### config.mk
export PLATFORM = sky130hd
export DESIGN_NAME = robo_coletor_param
export DESIGN_NICKNAME = d
export VERILOG_FILES = /design/src/rtl/robo_coletor_param.sv
export SDC_FILE = /design/constraint.sdc
export NUM_CORES = 1
export LEC_CHECK = 0
export BUFFER_PORTS_ARGS = -buffer_cell sky130_fd_sc_hd__buf_4
export CORE_AREA = 4 4 92 60
export DETAILED_ROUTE_END_ITERATION = 10
export DIE_AREA = 0 0 96 64
export GPL_TIMING_DRIVEN = 1
export PLACE_DENSITY = 0.77
export SETUP_SLACK_MARGIN = 0.2
export SLEW_MARGIN = 30
export SYNTH_ARGS = -nofsm -noshare
export SYNTH_HDL_FRONTEND = slang
export SYNTH_SLANG_ARGS = --single-unit
### constraint.sdc
create_clock -name clock -period 2.4 [get_ports clock]
set_clock_uncertainty 0.1 [all_clocks]
set_input_delay 0.24 -clock clock [delete_from_list [all_inputs] [get_ports clock]]
set_output_delay 0.24 -clock clock [all_outputs]
set_load 0.01 [all_outputs]
### src/rtl/robo_coletor_param.sv
// Left-wall-following maze collector controller with configurable
// removal time, settle spacing, move budget and start heading.
//
// Ports:
//   clock       system clock, all logic on posedge
//   reset       asynchronous active-low reset, clears all state
//   head        wall directly ahead
//   left        wall on the left
//   under       robot standing on the exit/start marker
//   barrier     removable debris ahead
//   forward     one-cycle pulse: advance one cell
//   turn        one-cycle pulse: rotate 90 degrees counter-clockwise
//   remove      held REMOVE_CYCLES cycles: clear debris ahead
//   heading     current heading (N=00, S=01, L=10, O=11)
//   moves       forward pulses issued, saturating
//   removed     removals completed, saturating
//   done        exit reached or budget exhausted (sticky)
//   over_budget done caused by the move budget (sticky)
//   stuck       MAX_TURNS consecutive turns without advancing (sticky)

module robo_coletor_param #(
    parameter int         REMOVE_CYCLES = 3,
    parameter int         SETTLE_CYCLES = 1,
    parameter int         MAX_TURNS     = 4,
    parameter int         MAX_MOVES     = 0,
    parameter int         CNT_W         = 16,
    parameter logic [1:0] START_DIR     = 2'b00
) (
    input  logic             clock,
    input  logic             reset,
    input  logic             head,
    input  logic             left,
    input  logic             under,
    input  logic             barrier,
    output logic             forward,
    output logic             turn,
    output logic             remove,
    output logic [1:0]       heading,
    output logic [CNT_W-1:0] moves,
    output logic [CNT_W-1:0] removed,
    output logic             done,
    output logic             over_budget,
    output logic             stuck
);

    localparam int CMAX = (REMOVE_CYCLES > SETTLE_CYCLES) ?
                          REMOVE_CYCLES : SETTLE_CYCLES;
    localparam int CW   = $clog2(CMAX + 1);
    localparam int TW   = $clog2(MAX_TURNS + 1);

    localparam logic [CW-1:0]    REM_LAST  = CW'(REMOVE_CYCLES - 1);
    localparam logic [CW-1:0]    SET_LAST  = CW'(SETTLE_CYCLES - 1);
    localparam logic [TW-1:0]    TURN_LIM  = TW'(MAX_TURNS);
    localparam logic [CNT_W-1:0] CNT_SAT   = '1;
    localparam logic [CNT_W-1:0] MOVE_LIM  = CNT_W'(MAX_MOVES);
    localparam logic             BUDGET_ON = (MAX_MOVES != 0);

    typedef enum logic [2:0] {
        S_IDLE,
        S_DECIDE,
        S_SETTLE,
        S_REMOVE,
        S_DONE,
        S_STUCK
    } state_t;

    state_t           state;
    state_t           state_n;
    logic             jl;
    logic             jl_n;
    logic [TW-1:0]    trun;
    logic [TW-1:0]    trun_n;
    logic [TW-1:0]    trun_inc;
    logic [CW-1:0]    cnt;
    logic [CW-1:0]    cnt_n;
    logic             fwd_n;
    logic             turn_n;
    logic             rem_n;
    logic [1:0]       heading_n;
    logic [1:0]       heading_ccw;
    logic [CNT_W-1:0] moves_n;
    logic [CNT_W-1:0] moves_inc;
    logic [CNT_W-1:0] removed_n;
    logic [CNT_W-1:0] removed_inc;
    logic             take_turn;

    // Saturating increments: counters stick at all-ones.
    assign moves_inc   = (moves == CNT_SAT) ? moves : moves + 1'b1;
    assign removed_inc = (removed == CNT_SAT) ? removed : removed + 1'b1;
    assign trun_inc    = trun + 1'b1;

    // Counter-clockwise rotation: N -> O -> S -> L -> N.
    always_comb begin
        heading_ccw = 2'b00;
        case (heading)
            2'b00:   heading_ccw = 2'b11;
            2'b11:   heading_ccw = 2'b01;
            2'b01:   heading_ccw = 2'b10;
            default: heading_ccw = 2'b00;
        endcase
    end

    always_ff @(posedge clock or negedge reset) begin
        if (!reset) begin
            state   <= S_IDLE;
            jl      <= 1'b0;
            trun    <= '0;
            cnt     <= '0;
            forward <= 1'b0;
            turn    <= 1'b0;
            remove  <= 1'b0;
            heading <= START_DIR;
            moves   <= '0;
            removed <= '0;
        end else begin
            state   <= state_n;
            jl      <= jl_n;
            trun    <= trun_n;
            cnt     <= cnt_n;
            forward <= fwd_n;
            turn    <= turn_n;
            remove  <= rem_n;
            heading <= heading_n;
            moves   <= moves_n;
            removed <= removed_n;
        end
    end

    // Status flags follow the terminal state one cycle later. The budget
    // cause is recognised by the move count sitting at the limit: once
    // the limit is hit no further decision is ever taken.
    always_ff @(posedge clock or negedge reset) begin
        if (!reset) begin
            done        <= 1'b0;
            over_budget <= 1'b0;
            stuck       <= 1'b0;
        end else begin
            done        <= done | (state == S_DONE);
            over_budget <= over_budget |
                           ((state == S_DONE) && BUDGET_ON &&
                            (moves == MOVE_LIM));
            stuck       <= stuck | (state == S_STUCK);
        end
    end

    always_comb begin
        state_n   = state;
        jl_n      = jl;
        trun_n    = trun;
        cnt_n     = cnt;
        fwd_n     = 1'b0;
        turn_n    = 1'b0;
        rem_n     = 1'b0;
        heading_n = heading;
        moves_n   = moves;
        removed_n = removed;
        take_turn = 1'b0;

        case (state)
            S_IDLE: begin
                if (!under) begin
                    state_n = S_DECIDE;
                end
            end

            S_DECIDE: begin
                cnt_n = '0;
                if (under && (moves != '0)) begin
                    state_n = S_DONE;
                end else if (barrier) begin
                    rem_n   = 1'b1;
                    state_n = S_REMOVE;
                end else if (!left && !jl) begin
                    // Left opening: turn into it, then force one advance.
                    take_turn = 1'b1;
                    jl_n      = 1'b1;
                end else if (!head) begin
                    fwd_n   = 1'b1;
                    jl_n    = 1'b0;
                    trun_n  = '0;
                    moves_n = moves_inc;
                    if (BUDGET_ON && (moves_inc == MOVE_LIM)) begin
                        state_n = S_DONE;
                    end else begin
                        state_n = S_SETTLE;
                    end
                end else begin
                    take_turn = 1'b1;
                    jl_n      = 1'b0;
                end

                // The turn that exhausts the run is still pulsed.
                if (take_turn) begin
                    turn_n    = 1'b1;
                    heading_n = heading_ccw;
                    trun_n    = trun_inc;
                    if (trun_inc == TURN_LIM) begin
                        state_n = S_STUCK;
                    end else begin
                        state_n = S_SETTLE;
                    end
                end
            end

            S_REMOVE: begin
                if (cnt == REM_LAST) begin
                    removed_n = removed_inc;
                    cnt_n     = '0;
                    state_n   = S_SETTLE;
                end else begin
                    rem_n = 1'b1;
                    cnt_n = cnt + 1'b1;
                end
            end

            S_SETTLE: begin
                if (cnt == SET_LAST) begin
                    cnt_n   = '0;
                    state_n = S_DECIDE;
                end else begin
                    cnt_n = cnt + 1'b1;
                end
            end

            S_DONE: begin
                state_n = S_DONE;
            end

            S_STUCK: begin
                state_n = S_STUCK;
            end

            default: begin
                state_n = S_IDLE;
            end
        endcase
    end

endmodule
After elaboration in Yosys (flattened, before gate mapping)
Index checks and enable logic that the tools add are counted.
{ "word_totals": {"ff_bits": 48, "word_cells": 95} }
{ "op_classes": {"add_sub_neg": 4, "n_eq_ne": 20, "mux": 36, "bitwise_logic": 8, "reduce_logical": 15} }
{ "ops": {"columns": ["op", "n"], "rows": [
  ["3-bit 2-to-1 mux", 14],
  ["16-bit by 1-bit adder with 16-bit output (second input constant)", 2],
  ["16-bit == test (second input constant)", 2],
  ["3-bit one-hot mux with 6 select lines", 1],
  ["1-bit 2-to-1 mux", 16],
  ["16-bit nonzero test", 1],
  ["2-bit one-hot mux with 3 select lines", 2],
  ["5-bit != test (second input constant)", 2],
  ["5-bit AND reduction", 2],
  ["3-bit == test (second input constant)", 3],
  ["2-bit by 1-bit != test with 1-bit output (second input constant)", 4],
  ["3-bit by 2-bit == test with 1-bit output (second input constant)", 2],
  ["2-bit != test (second input constant)", 3],
  ["1-bit NOT", 6],
  ["3-bit AND reduction", 2],
  ["6-bit AND reduction", 1],
  ["2-bit == test (second input constant)", 2],
  ["2-bit logical NOT", 2],
  ["2-bit 2-to-1 mux", 2],
  ["3-bit by 1-bit adder with 3-bit output (second input constant)", 1],
  ["3-bit by 1-bit == test with 1-bit output (second input constant)", 1],
  ["3-bit logical NOT", 1],
  ["3-bit nonzero test", 1],
  ["2-bit by 1-bit adder with 2-bit output (second input constant)", 1],
  ["other kinds (6)", 9]
]} }

Longest topological paths before layout
{ "logic_depth": {"depth_word": 8, "mapped_depth": 8, "ltp_nobuf": 7} }

Worst setup path after synthesis
No wires, ideal clock.
{ "synth_timing": {"path_type": "register to register", "start": "reg moves[0]", "end": "reg jl", "arrival_time_ns": 1.943, "required_ns": 2.235, "path_slack_ns": 0.293, "stages_incl_launch_ff": 9, "n_path_buf": 1, "period_less_slack_ns": 2.107, "cell_sequence": "dfrtp_1 > inv_1 > ha_1 > nor4b_4 > a41oi_4 > or3_1 > buf_2 > or3_1 > nand2_1"} }
{ "synth_via": {"elab_chain_len": 4} }
{ "synth_lines": {"columns": ["element", "line_no", "source"], "rows": [
  ["start, declared", "39", "output logic [CNT_W-1:0] moves,"],
  ["start signal, assigned", "124", "moves <= moves_n;"],
  ["16-bit nonzero test", "168", "if (under && (moves != '0)) begin"],
  ["1-bit logical AND", "168", null],
  ["1-bit NOT (no source line)", null, null],
  ["3-bit AND reduction (no source line)", null, null],
  ["end signal, assigned", "117", "jl <= jl_n;"],
  ["end, declared", "69", "logic jl;"]
]} }
Every way passes these cells.
A chain may end at the register's enable or synchronous reset.

Final worst setup path
{ "layout_timing": {"start": "reg moves[1]", "end": "reg jl"} }
Same word-level chain as after synthesis.

==> results.yml <==
status:
  status: "finished, final reports clean"
synthesis:
  avgSynthCellArea_um2: 10.79
  synth_seq_cells: 48
  synth_top_area_share_pct: 48.17
  ys_warn_count: 0
  synth_largest_area_cell: "dfrtp_1"
  synth_ff_type: "dfrtp_1"
  synth_edf_count: 0
  synthCells: 231
  synth_area_leaders: "dfrtp_1 48%, xnor2_1 9.1%, ha_1 5.5%, nand3_1 3.4%, and3_1 3.3%"
  synth_cell_type_count: 44
  netlist_area_um2: 2494
  synth_fp_nets: 248
  ys_seq_area_share_pct: 48.17
  async_flop_share_pct: 100.0
critical_path:
  cpMaxStageDelayCell: "or3_4"
  cp-startpoint: "moves[1]"
  cp.required_ns: 2.56
  rr_worst_depth: 7
  cp.depth: 7
  critPathMaxFanout: 7
  arrival_ns: 2.27
  cp_cell_sequence: "inv_1 > ha_1 > nor4b_4 > a41oi_4 > or3_4 > or3_1 > nand2_1"
  critPathBufInv: 1
  cp-start-kind: "flop"
  cp_top_family: "simple AND/OR/NAND/NOR gates"
  path_class: "reg -> reg"
  critPathMaxStageDelay_ns: 0.46
  reg2reg_from: "moves[1]"
  end_kind: "flop"
floorplanning:
  design.core.area_um2: 4780
  fp.dieArea_um2: 6144
  row_count: 20
  num_io_pins: 46
  start_util_pct: 52.17
  chipWidth_um: 96
  die_h_um: 64
global_routing:
  grt_pass1_vias: 1832
  grt_max_degree: 49
  overflow: 0
  antenna_found_initial: 0
  grtUsageTotal_pct: 18.69
  grt_pass1_wl_um: 8942
finish:
  finalNonFillerCells: 361
  diodes: 0
  final_common_cell: "buf_4"
  final_cell_mix: "59 x buf_4, 48 x dfrtp_1, 26 x xnor2_1"
  areaGrowthSynthToFinish_pct: 26.14
  fillers: 367
  nNetsFinal: 311
  post_route_cells_drive_above_1_share_pct: 28.81
placement:
  io_buffers: 44
  gp_congestion: 0.8016
  dp.cells: 342
  dp_hpwl_um: 3742
sta:
  finalHoldViolCount: 0
  timing.hold.ws_ns: 0.08637
  drv_slew: 0
  tightest_slew_ns: 0.5917
  fin_crit_ns: 2.116
  setup_viol: 0
  slew_headroom_pct: 60.55
  max_freq_mhz: 472.6
  tns_ns: 0
  rsz0062_at_grt: "false"
  finalCritPeriodShare_pct: 88.17
drt:
  wl_um: 5602
  drt-initial-drc-count: 105
  drc_errors: 0
  vias: 1972
  top_layer: "met4"
  wl_met1_um: 2710
  drt.antenna.violating_nets: 0
  met2WireLength_um: 2478
  vias_per_cell: 5.463
  drt-pass1-iter-count: 4
  routedWlPerCell_um: 15.52
  met3_length_um: 304
power_and_ir_drop:
  clkPwrFrac_pct: 23.3
  combPwrFrac_pct: 34.4
  p_int_mw: 1.680
  ir_drop_mv: 0.5423
  netSwitchingFraction_pct: 35.23
  power.share.sequential_pct: 42.4
  leakage_nw: 1.531
  power_switching_mw: 0.9135
  p_per_area_nw_per_um2: 824.4
cts:
  ctsRootBufferMaster: "clkbuf_8"
  htree_levels: 2
  cts_tree: "built"
  clk_path_buf_depth: 2
  clkLatencyLatePin_ns: 0.31
  cts_made_buffers: 5
  clkTransAtPathRegs_ns: 0.09
  clock-sinks: 48
hold_path:
  worstHoldPathType: "in -> reg"
  min_delay_path_depth: 3
  hp-start: "left"
job:
  maxCapViolations: 0
[tightest hold or removal path, cell delays in order]
cell	delay, ns
buf_4	0.09
or3_1	0.10
nand2_1	0.04
[cells in the mapped netlist (all sizes together), types with 2 or more instances]
library cell,number
clkbuf,2
mux2,2
a31oi,3
nand2,17
nand3,17
or3,3
inv,10
dfrtp,48
and3,14
buf,4
o21ai,7
and2,4
nand4,7
xnor2,26
nor4,5
nor2,9
o21bai,2
and4,7
ha,11
xor2,4
a21oi,9
nor3,3
[sequential cells by signal (all words and copies together) (netlist names), 2 cells and up]
name and count:
moves 16, heading 2, removed 16, trun 3, cnt 2, state 3
[per-stage QoR]
step / setup slack [ns] / utilization (%) / power (mW) / instance area [um2]
after floorplan: 0.2925 / - / 1.620 / 2494
after global placement: 0.2892 / 61.23 / 1.894 / 2927
after detailed placement: 0.1931 / 61.23 / 1.915 / 2927
after CTS: 0.2151 / 64.50 / 2.549 / 3083
after global routing: 0.2188 / 65.81 / 2.775 / 3146
final: 0.2839 / 65.81 / 2.593 / 3146
[worst paths after layout]
kind / end / slack, ns
setup / recovery: jl / 0.28
hold / removal: jl / 0.09
setup reg to reg: jl / 0.28
hold reg to reg: stuck / 0.39
max in group asynchronous: state[0] / 1.43
min in group asynchronous: moves[5] / 0.36
[repair_timing]
item | 4_1_cts | 5_1_grt
pin swaps | 1 | 5
endpoints found under the setup margin | 3 | 15
gates cloned | 0 | 1
hold buffers | 1 | 0
setup buffers | 2 | 7
resized for setup | 3 | 3
endpoints found under the hold margin | 48 | 0
[cells by family (layout without fill, tap and decap cells)]
group / after synthesis / in the layout / share of synthesized area, %
mux: 3 / 3 / 1.305
simple gates: 92 / 92 / 23.23
xor+xnor: 30 / 30 / 10.54
buf+inv: 16 / 80 / 2.810
fa+ha+maj: 11 / 11 / 5.519
other cells: 1 / 1 / 0.1504
flops: 48 / 48 / 48.17
compound gates: 30 / 30 / 8.279
[power groups by stage]
stage / clock network (mW) / registers, mW / logic, mW
3_5_place_dp: 0 / 1.11 / 0.805
3_3_place_gp: 0 / 1.10 / 0.791
6_report: 0.604 / 1.10 / 0.891
2_1_floorplan: 0 / 1.12 / 0.501
4_1_cts: 0.609 / 1.10 / 0.844
5_1_grt: 0.655 / 1.12 / 0.997
[area by class of cell]
class / count / area [um2] / area share, %
clock buffers: 5 / 68.82 / 2.188
clock inverters: 3 / 47.55 / 1.512
inverters: 10 / 37.54 / 1.193
multi-input cells: 167 / 1239 / 39.38
flip-flops and latches: 48 / 1201 / 38.19
well taps: 66 / 82.58 / 2.625
repair buffers: 62 / 469.2 / 14.92
[layer usage]
layer  vias to the layer above  global-route usage [%]
met3                        12                   4.706
li1                        946                       -
met4                         0                   5.496
met5                         -                       0
met2                        52                   26.40
met1                       962                   28.01
Power figures use the tool's default switching activity.
